$ cat src/rtl/txrx_link_ctrl.sv
// Link sequencer between the transmitter and receiver. It sends one captured frame,
// checks the looped-back copy, acknowledges the receiver and retries failed transfers.
module txrx_link_ctrl #(
  parameter int unsigned MAX_RETRY = 3,
  parameter int unsigned TIMEOUT   = 65535
) (
  input  logic       CLK,
  input  logic       RSTn,
  input  logic       Start,
  input  logic [9:0] SWIn,
  output logic       TX_START,
  output logic [9:0] TX_DATA,
  input  logic       TX_BUSY,
  input  logic       RX_READY,
  input  logic       RX_ERROR,
  input  logic [9:0] Frame,
  output logic       DATA_ACK,
  output logic       LINK_BUSY,
  output logic       DONE,
  output logic       FAIL,
  output logic [3:0] RETRY_CNT,
  output logic [7:0] ERR_CNT
);

  typedef enum logic [2:0] {
    S_IDLE, S_TX_REQ, S_TX_RUN, S_RX_WAIT, S_ACK, S_ERR, S_DONE
  } state_t;

  localparam logic [15:0] WAIT_LAST = 16'(TIMEOUT - 1);
  localparam logic [3:0]  RETRY_MAX = 4'(MAX_RETRY);

  state_t      state;
  logic        start_q;
  logic [15:0] wait_cnt;
  logic        result_ok;
  logic        start_edge;
  logic        timed_out;

  assign start_edge = Start & ~start_q;
  assign timed_out  = (wait_cnt == WAIT_LAST);

  always_ff @(posedge CLK) begin
    if (!RSTn) begin
      state     <= S_IDLE;
      start_q   <= 1'b0;
      wait_cnt  <= '0;
      result_ok <= 1'b0;
      TX_START  <= 1'b0;
      TX_DATA   <= '0;
      DATA_ACK  <= 1'b0;
      LINK_BUSY <= 1'b0;
      DONE      <= 1'b0;
      FAIL      <= 1'b0;
      RETRY_CNT <= '0;
      ERR_CNT   <= '0;
    end else begin
      start_q  <= Start;
      // NOTE: defaults first; a later non-blocking assignment in the case overrides them.
      DONE     <= 1'b0;
      FAIL     <= 1'b0;
      wait_cnt <= wait_cnt + 16'd1;

      unique case (state)
        S_IDLE: begin
          wait_cnt <= '0;
          if (start_edge) begin
            state     <= S_TX_REQ;
            TX_DATA   <= SWIn;
            RETRY_CNT <= '0;
            TX_START  <= 1'b1;
            LINK_BUSY <= 1'b1;
          end
        end

        S_TX_REQ: begin
          if (TX_BUSY) begin
            state    <= S_TX_RUN;
            TX_START <= 1'b0;
            wait_cnt <= '0;
          end else if (timed_out) begin
            state    <= S_ERR;
            TX_START <= 1'b0;
            wait_cnt <= '0;
          end
        end

        S_TX_RUN: begin
          if (!TX_BUSY) begin
            state    <= S_RX_WAIT;
            wait_cnt <= '0;
          end else if (timed_out) begin
            state    <= S_ERR;
            wait_cnt <= '0;
          end
        end

        S_RX_WAIT: begin
          if (RX_READY || RX_ERROR) begin
            state     <= S_ACK;
            DATA_ACK  <= 1'b1;
            // A receiver error makes the attempt bad whatever the frame holds.
            result_ok <= !RX_ERROR && (Frame == TX_DATA);
            wait_cnt  <= '0;
          end else if (timed_out) begin
            state    <= S_ERR;
            wait_cnt <= '0;
          end
        end

        S_ACK: begin
          if (!RX_READY && !RX_ERROR) begin
            DATA_ACK <= 1'b0;
            wait_cnt <= '0;
            if (result_ok) begin
              state <= S_DONE;
              DONE  <= 1'b1;
            end else begin
              state <= S_ERR;
            end
          end else if (timed_out) begin
            state    <= S_ERR;
            DATA_ACK <= 1'b0;
            wait_cnt <= '0;
          end
        end

        S_ERR: begin
          wait_cnt <= '0;
          if (RETRY_CNT != RETRY_MAX) begin
            RETRY_CNT <= RETRY_CNT + 4'd1;
            state     <= S_TX_REQ;
            TX_START  <= 1'b1;
          end else begin
            FAIL      <= 1'b1;
            LINK_BUSY <= 1'b0;
            state     <= S_IDLE;
            if (ERR_CNT != 8'hFF) ERR_CNT <= ERR_CNT + 8'd1;
          end
        end

        S_DONE: begin
          wait_cnt  <= '0;
          LINK_BUSY <= 1'b0;
          state     <= S_IDLE;
        end

        default: begin
          state     <= S_IDLE;
          wait_cnt  <= '0;
          TX_START  <= 1'b0;
          DATA_ACK  <= 1'b0;
          LINK_BUSY <= 1'b0;
        end
      endcase
    end
  end

endmodule

$ cat config.mk
export PLATFORM = sky130hd
export DESIGN_NAME = txrx_link_ctrl
export DESIGN_NICKNAME = d
export VERILOG_FILES = /design/src/rtl/txrx_link_ctrl.sv
export SDC_FILE = /design/constraint.sdc
export NUM_CORES = 1
export LEC_CHECK = 0
export ABC_CLOCK_PERIOD_IN_PS = 2360
export BUFFER_PORTS_ARGS = -buffer_cell sky130_fd_sc_hd__buf_2
export CAP_MARGIN = 5
export CORE_ASPECT_RATIO = 0.8
export CORE_UTILIZATION = 38
export DETAILED_ROUTE_END_ITERATION = 6
export PLACE_DENSITY = 0.69
export SYNTH_ARGS = -nofsm -noshare
export SYNTH_HDL_FRONTEND = slang
export SYNTH_SLANG_ARGS = --single-unit
$ cat constraint.sdc
create_clock -name CLK -period 2.36 [get_ports CLK]
set_input_delay 0.354 -clock CLK [delete_from_list [all_inputs] [get_ports CLK]]
set_output_delay 0.354 -clock CLK [all_outputs]
set_load 0.05 [all_outputs]
# Word-level counts from Yosys, hierarchy flattened
# Cells that the tools add are included.
# W data, S select, Z words.
word_totals:
  register_bits: 48
op_classes:
  n_eq_ne: 16
  bitwise_logic: 6
  muxes: 30
  add_sub_neg: 3
  n_reduce_logical: 19
ops:
  columns: ["op", "n"]
  rows:
  - ["$mux W16", 5]
  - ["$pmux W16 S4", 1]
  - ["$mux W3", 6]
  - ["$pmux W3 S6", 1]
  - ["$add A16 B1 Y16 const B", 1]
  - ["$eq A16 B16 Y1 const B", 1]
  - ["$reduce_and A3 Y1", 5]
  - ["$eq A10 B10 Y1", 1]
  - ["$mux W1", 10]
  - ["$eq A3 B3 Y1 const B", 3]
  - ["$add A8 B1 Y8 const B", 1]
  - ["$mux W4", 2]
  - ["$ne A2 B2 Y1 const B", 4]
  - ["$ne A8 B8 Y1 const B", 1]
  - ["$pmux W4 S2", 1]
  - ["$reduce_or A4 Y1", 2]
  - ["$eq A3 B2 Y1 const B", 2]
  - ["$ne A3 B3 Y1 const B", 2]
  - ["$pmux W1 S3", 2]
  - ["$reduce_and A2 Y1", 3]
  - ["$not A1 Y1", 5]
  - ["$reduce_or A5 Y1", 1]
  - ["$add A4 B1 Y4 const B", 1]
  - ["$ne A4 B2 Y1 const B", 1]
  - ["10 further kinds", 12]

# Depth between registers and ports, before layout
depth:
  depth_word: 4
  depth_mapped: 6

# Worst setup path after synthesis
# Ideal clock, no wire load.
synth_timing:
  path_kind: "flip-flop to flip-flop"
  start: "register RETRY_CNT[0]"
  end: "register ERR_CNT[7]"
  stages_incl_launch_ff: 6
  path_buffers: 0
  required_ps: 2289
  setup_time_ps: 71
  path_slack_ps: -35
  t_arrival_ps: 2324
  cell_sequence: "dfxtp_1 ha_1 or3b_1 or4b_4 or4_1 a21oi_1"
synth_between:
  elab_chain_len: 3
synth_lines:
  columns: ["item", "line", "rtl"]
  rows:
  - ["start, declared", "21", "output logic [3:0] RETRY_CNT,"]
  - ["start signal, assigned", "130", "RETRY_CNT <= RETRY_CNT + 4'd1;"]
  - ["$ne A4 B2 Y1", "129", "if (RETRY_CNT != RETRY_MAX) begin"]
  - ["$not A1 Y1 (no source line)", null, null]
  - ["$reduce_and A3 Y1 (no source line)", null, null]
  - ["end signal, assigned", "137", "if (ERR_CNT != 8'hFF) ERR_CNT <= ERR_CNT + 8'd1;"]
  - ["end, declared", "22", "output logic [7:0] ERR_CNT"]
# Every way passes these cells.
# A chain may end at the register's enable or synchronous reset.

# Final worst setup path
# Same ends and word-level chain as after synthesis.

==> impl_metrics.yaml <==
flow_run:
  maxCapViolCount: 0
global_route:
  grt_pass1_wl_mm: 8.54
  first_global_vias: 1978
  grt_max_degree: 19
  grtUsageTotal_pct: 16.0
  grt_overflow: 0
  antenna_found_initial: 0
critical_path:
  ff2ff_path_depth: 5
  cp_data_arrival_time_ns: 2.31
  worstSetupStartpointType: "flop"
  worstSetupEndpointType: "flop"
  worstPathRequired_ns: 2.59
  path_class: "reg2reg"
  crit_fanout: 5
logic_synthesis:
  synth_area_um2: 2350
  ys_seq_elements: 48
  syn_inst: 269
  syn_avg_cell_area_um2: 8.72
  synth_top_cell_by_area: "dfxtp_1"
  synth_top_flop_cell: "dfxtp_1"
  synth_top_area_share_pct: 41.0
  synthTopCellsByArea: "dfxtp_1, xnor2_1, nor3_1"
  ys_warn_count: 0
  synth_nets: 299
  synth_cell_types: 46
  yosysSeqAreaShare_pct: 41.0
  synth_enable_flop_cells: 0
  synthArstFlopShare_pct: 0
finish:
  fillCellCount: 590
  area_delta_synth_final_pct: 21.0
  design_area_um2: 2840
  layout.nets: 352
  layout-drive-gt1-share_pct: 24.5
  diodes: 0
  final_util_pct: 47.7
placed_design:
  dp_worst_setup_slack_ns: 0.290
  hpwl_mm: 3.61
  dpl_cell_area_um2: 2710
  numPortBuffers: 52
  gp_congestion: 0.814
route:
  ant_nets: 0
  wl_per_cell_um: 12.3
  firstDrtPassIters: 4
  routed_via_density: 5.17
  drt_wl_total_mm: 4.97
  drc: 0
  vias: 2085
  dr.first_iter.drc_count: 66
pwr:
  p_int_mw: 1.34
  p_per_area_nw_per_um2: 627
  power_frac_comb_pct: 13.6
  p_sw_mw: 0.442
  pwr-share-seq_pct: 48.1
  switching_share_pct: 24.8
  p_clk_share_pct: 38.3
  p_leak_nw: 1.07
  ir_worst_vdd_mv: 0.291
sta:
  rsz0062_at_grt: "no"
  timing.setup.tns_ns: 0
  hold_viol: 0
  post-route-worst-setup-slack_ns: 0.273
  fin_hold_ws_ns: 0.274
  fmax_mhz: 479
  min_period_ns: 2.09
  worst_pin_slew_ns: 0.539
  timing.final.crit_share_pct: 88.4
  relSlewSlack_pct: 64.0
  setup_violations: 0
  drv_slew: 0
  clock_skew_ns: 0.0101
floorplanning:
  row_count: 25
  io_pins: 53
  fp.coreArea_um2: 5940
  fp.dieArea_um2: 6490
  start_util_pct: 39.5
  dieHeight_um: 72.3
  dieWidth_um: 89.8
clocking:
  clock_path_buffers: 2
  root_buffer: "clkbuf_8"
  numCtsBuffers: 5
  hold_buffers: 0
  htree_levels: 2
  cts_tree: "built"
  clkTransAtPathRegs_ns: 0.09
  cts_resized: 0
  clock_latency_ns: 0.30
  clock-sinks: 48
  cts_setup_buffers: 0
min_path:
  hp-class: "in2reg"
  holdPathStages: 2
outcome:
  status: "completed"
==> registers in the layout (all words and copies together), names as in the netlist, 3 cells and up <==
signal	cells
TX_DATA	10
wait_cnt	16
state	3
ERR_CNT	8
RETRY_CNT	4
==> Yosys cell counts, types with 6 or more instances <==
| cell | n |
|---|---|
| clkbuf_1 | 6 |
| nand2_1 | 13 |
| nor3_1 | 24 |
| o21ai_0 | 12 |
| mux2i_1 | 11 |
| inv_1 | 9 |
| xor2_1 | 11 |
| nor2_1 | 21 |
| nand4_1 | 7 |
| or3_1 | 7 |
| nand3_1 | 10 |
| xnor2_1 | 14 |
| dfxtp_1 | 48 |
| a21oi_1 | 16 |
==> critical path, cell delays in order (launching register included) <==
cell and delay [ns]:
dfxtp_2 0.37, ha_1 0.19, or3b_1 0.37, or4b_4 0.53, or4_1 0.40, a21oi_1 0.15
==> cells in the final DEF (no fill, tap or decap), types with 2 or more instances in the layout <==
| cell type | n |
|---|---|
| o32ai_1 | 3 |
| or3_1 | 7 |
| o21ai_0 | 12 |
| buf_4 | 6 |
| nor3_1 | 23 |
| o211ai_1 | 3 |
| nand3_1 | 10 |
| nor2_1 | 21 |
| xor2_1 | 11 |
| nor4_1 | 5 |
| dfxtp_1 | 46 |
| nand2b_1 | 4 |
| xnor2_1 | 14 |
| buf_2 | 52 |
| bufinv_16 | 2 |
| mux2i_1 | 11 |
| or2_2 | 5 |
| o22ai_1 | 2 |
| dfxtp_2 | 2 |
| o2111ai_1 | 2 |
| a211oi_1 | 3 |
| or4_1 | 3 |
| nand4_1 | 7 |
| a21oi_1 | 16 |
| clkbuf_8 | 5 |
| inv_1 | 9 |
| ha_1 | 4 |
| nand2_1 | 13 |
==> per-stage QoR <==
stage          cells  total power [mW]
2_1_floorplan    269              1.05
5_1_grt          403              1.86
3_3_place_gp     396              1.12
6_report         403              1.78
4_1_cts          403              1.80
3_5_place_dp     396              1.12
==> final timing paths <==
path | start | end | slack [ns]
setup reg to reg | RETRY_CNT[0]$_SDFFE_PN0P_ | ERR_CNT[7]$_SDFFE_PN0P_ | 0.27
hold reg to reg | RETRY_CNT[1]$_SDFFE_PN0P_ | RETRY_CNT[1]$_SDFFE_PN0P_ | 0.48
hold / removal | Start | start_q$_SDFF_PN0_ | 0.27
setup / recovery | RETRY_CNT[0]$_SDFFE_PN0P_ | ERR_CNT[7]$_SDFFE_PN0P_ | 0.27
==> area by class of cell <==
type	count	area (um2)	share of cell area (%)
tap	81	101	3.57
multi-input combinational	200	1310	46.0
clock inverter	2	60.1	2.12
inverter	9	33.8	1.19
timing repair buffer	58	305	10.8
clock buffer	5	68.8	2.43
sequential	48	963	34.0
==> layer usage <==
layer / GRT usage, % / vias to the layer above / share of wire (%)
met5: 0 / - / 0
li1: - / 1078 / -
met4: 4.37 / 0 / 0.30
met3: 4.40 / 2 / 4.9
met2: 26.1 / 51 / 42
met1: 21.1 / 954 / 53
==> power by group through the flow <==
| stage | Sequential, mW | Clock (mW) | Combinational, mW |
|---|---|---|---|
| 6_report | 0.856 | 0.681 | 0.242 |
| 5_1_grt | 0.861 | 0.732 | 0.263 |
| 4_1_cts | 0.856 | 0.701 | 0.244 |
| 3_5_place_dp | 0.875 | 0 | 0.243 |
| 3_3_place_gp | 0.874 | 0 | 0.241 |
| 2_1_floorplan | 0.923 | 0 | 0.124 |
==> logic make-up (layout without fill, tap and decap cells) <==
family                   count (synthesis)  in the layout  share of synthesized area (%)
XOR/XNOR                                25             25                           9.33
buffers and inverters                   21             74                           3.63
multiplexers                            11             11                           4.69
flip-flops                              48             48                           41.0
adder cells (fa/ha/maj)                  5              5                           2.56
AO/OA/AOI/OAI                           50             50                           13.9
AND/OR/NAND/NOR                        109            109                           24.9
(Power assumes the default switching activity.)
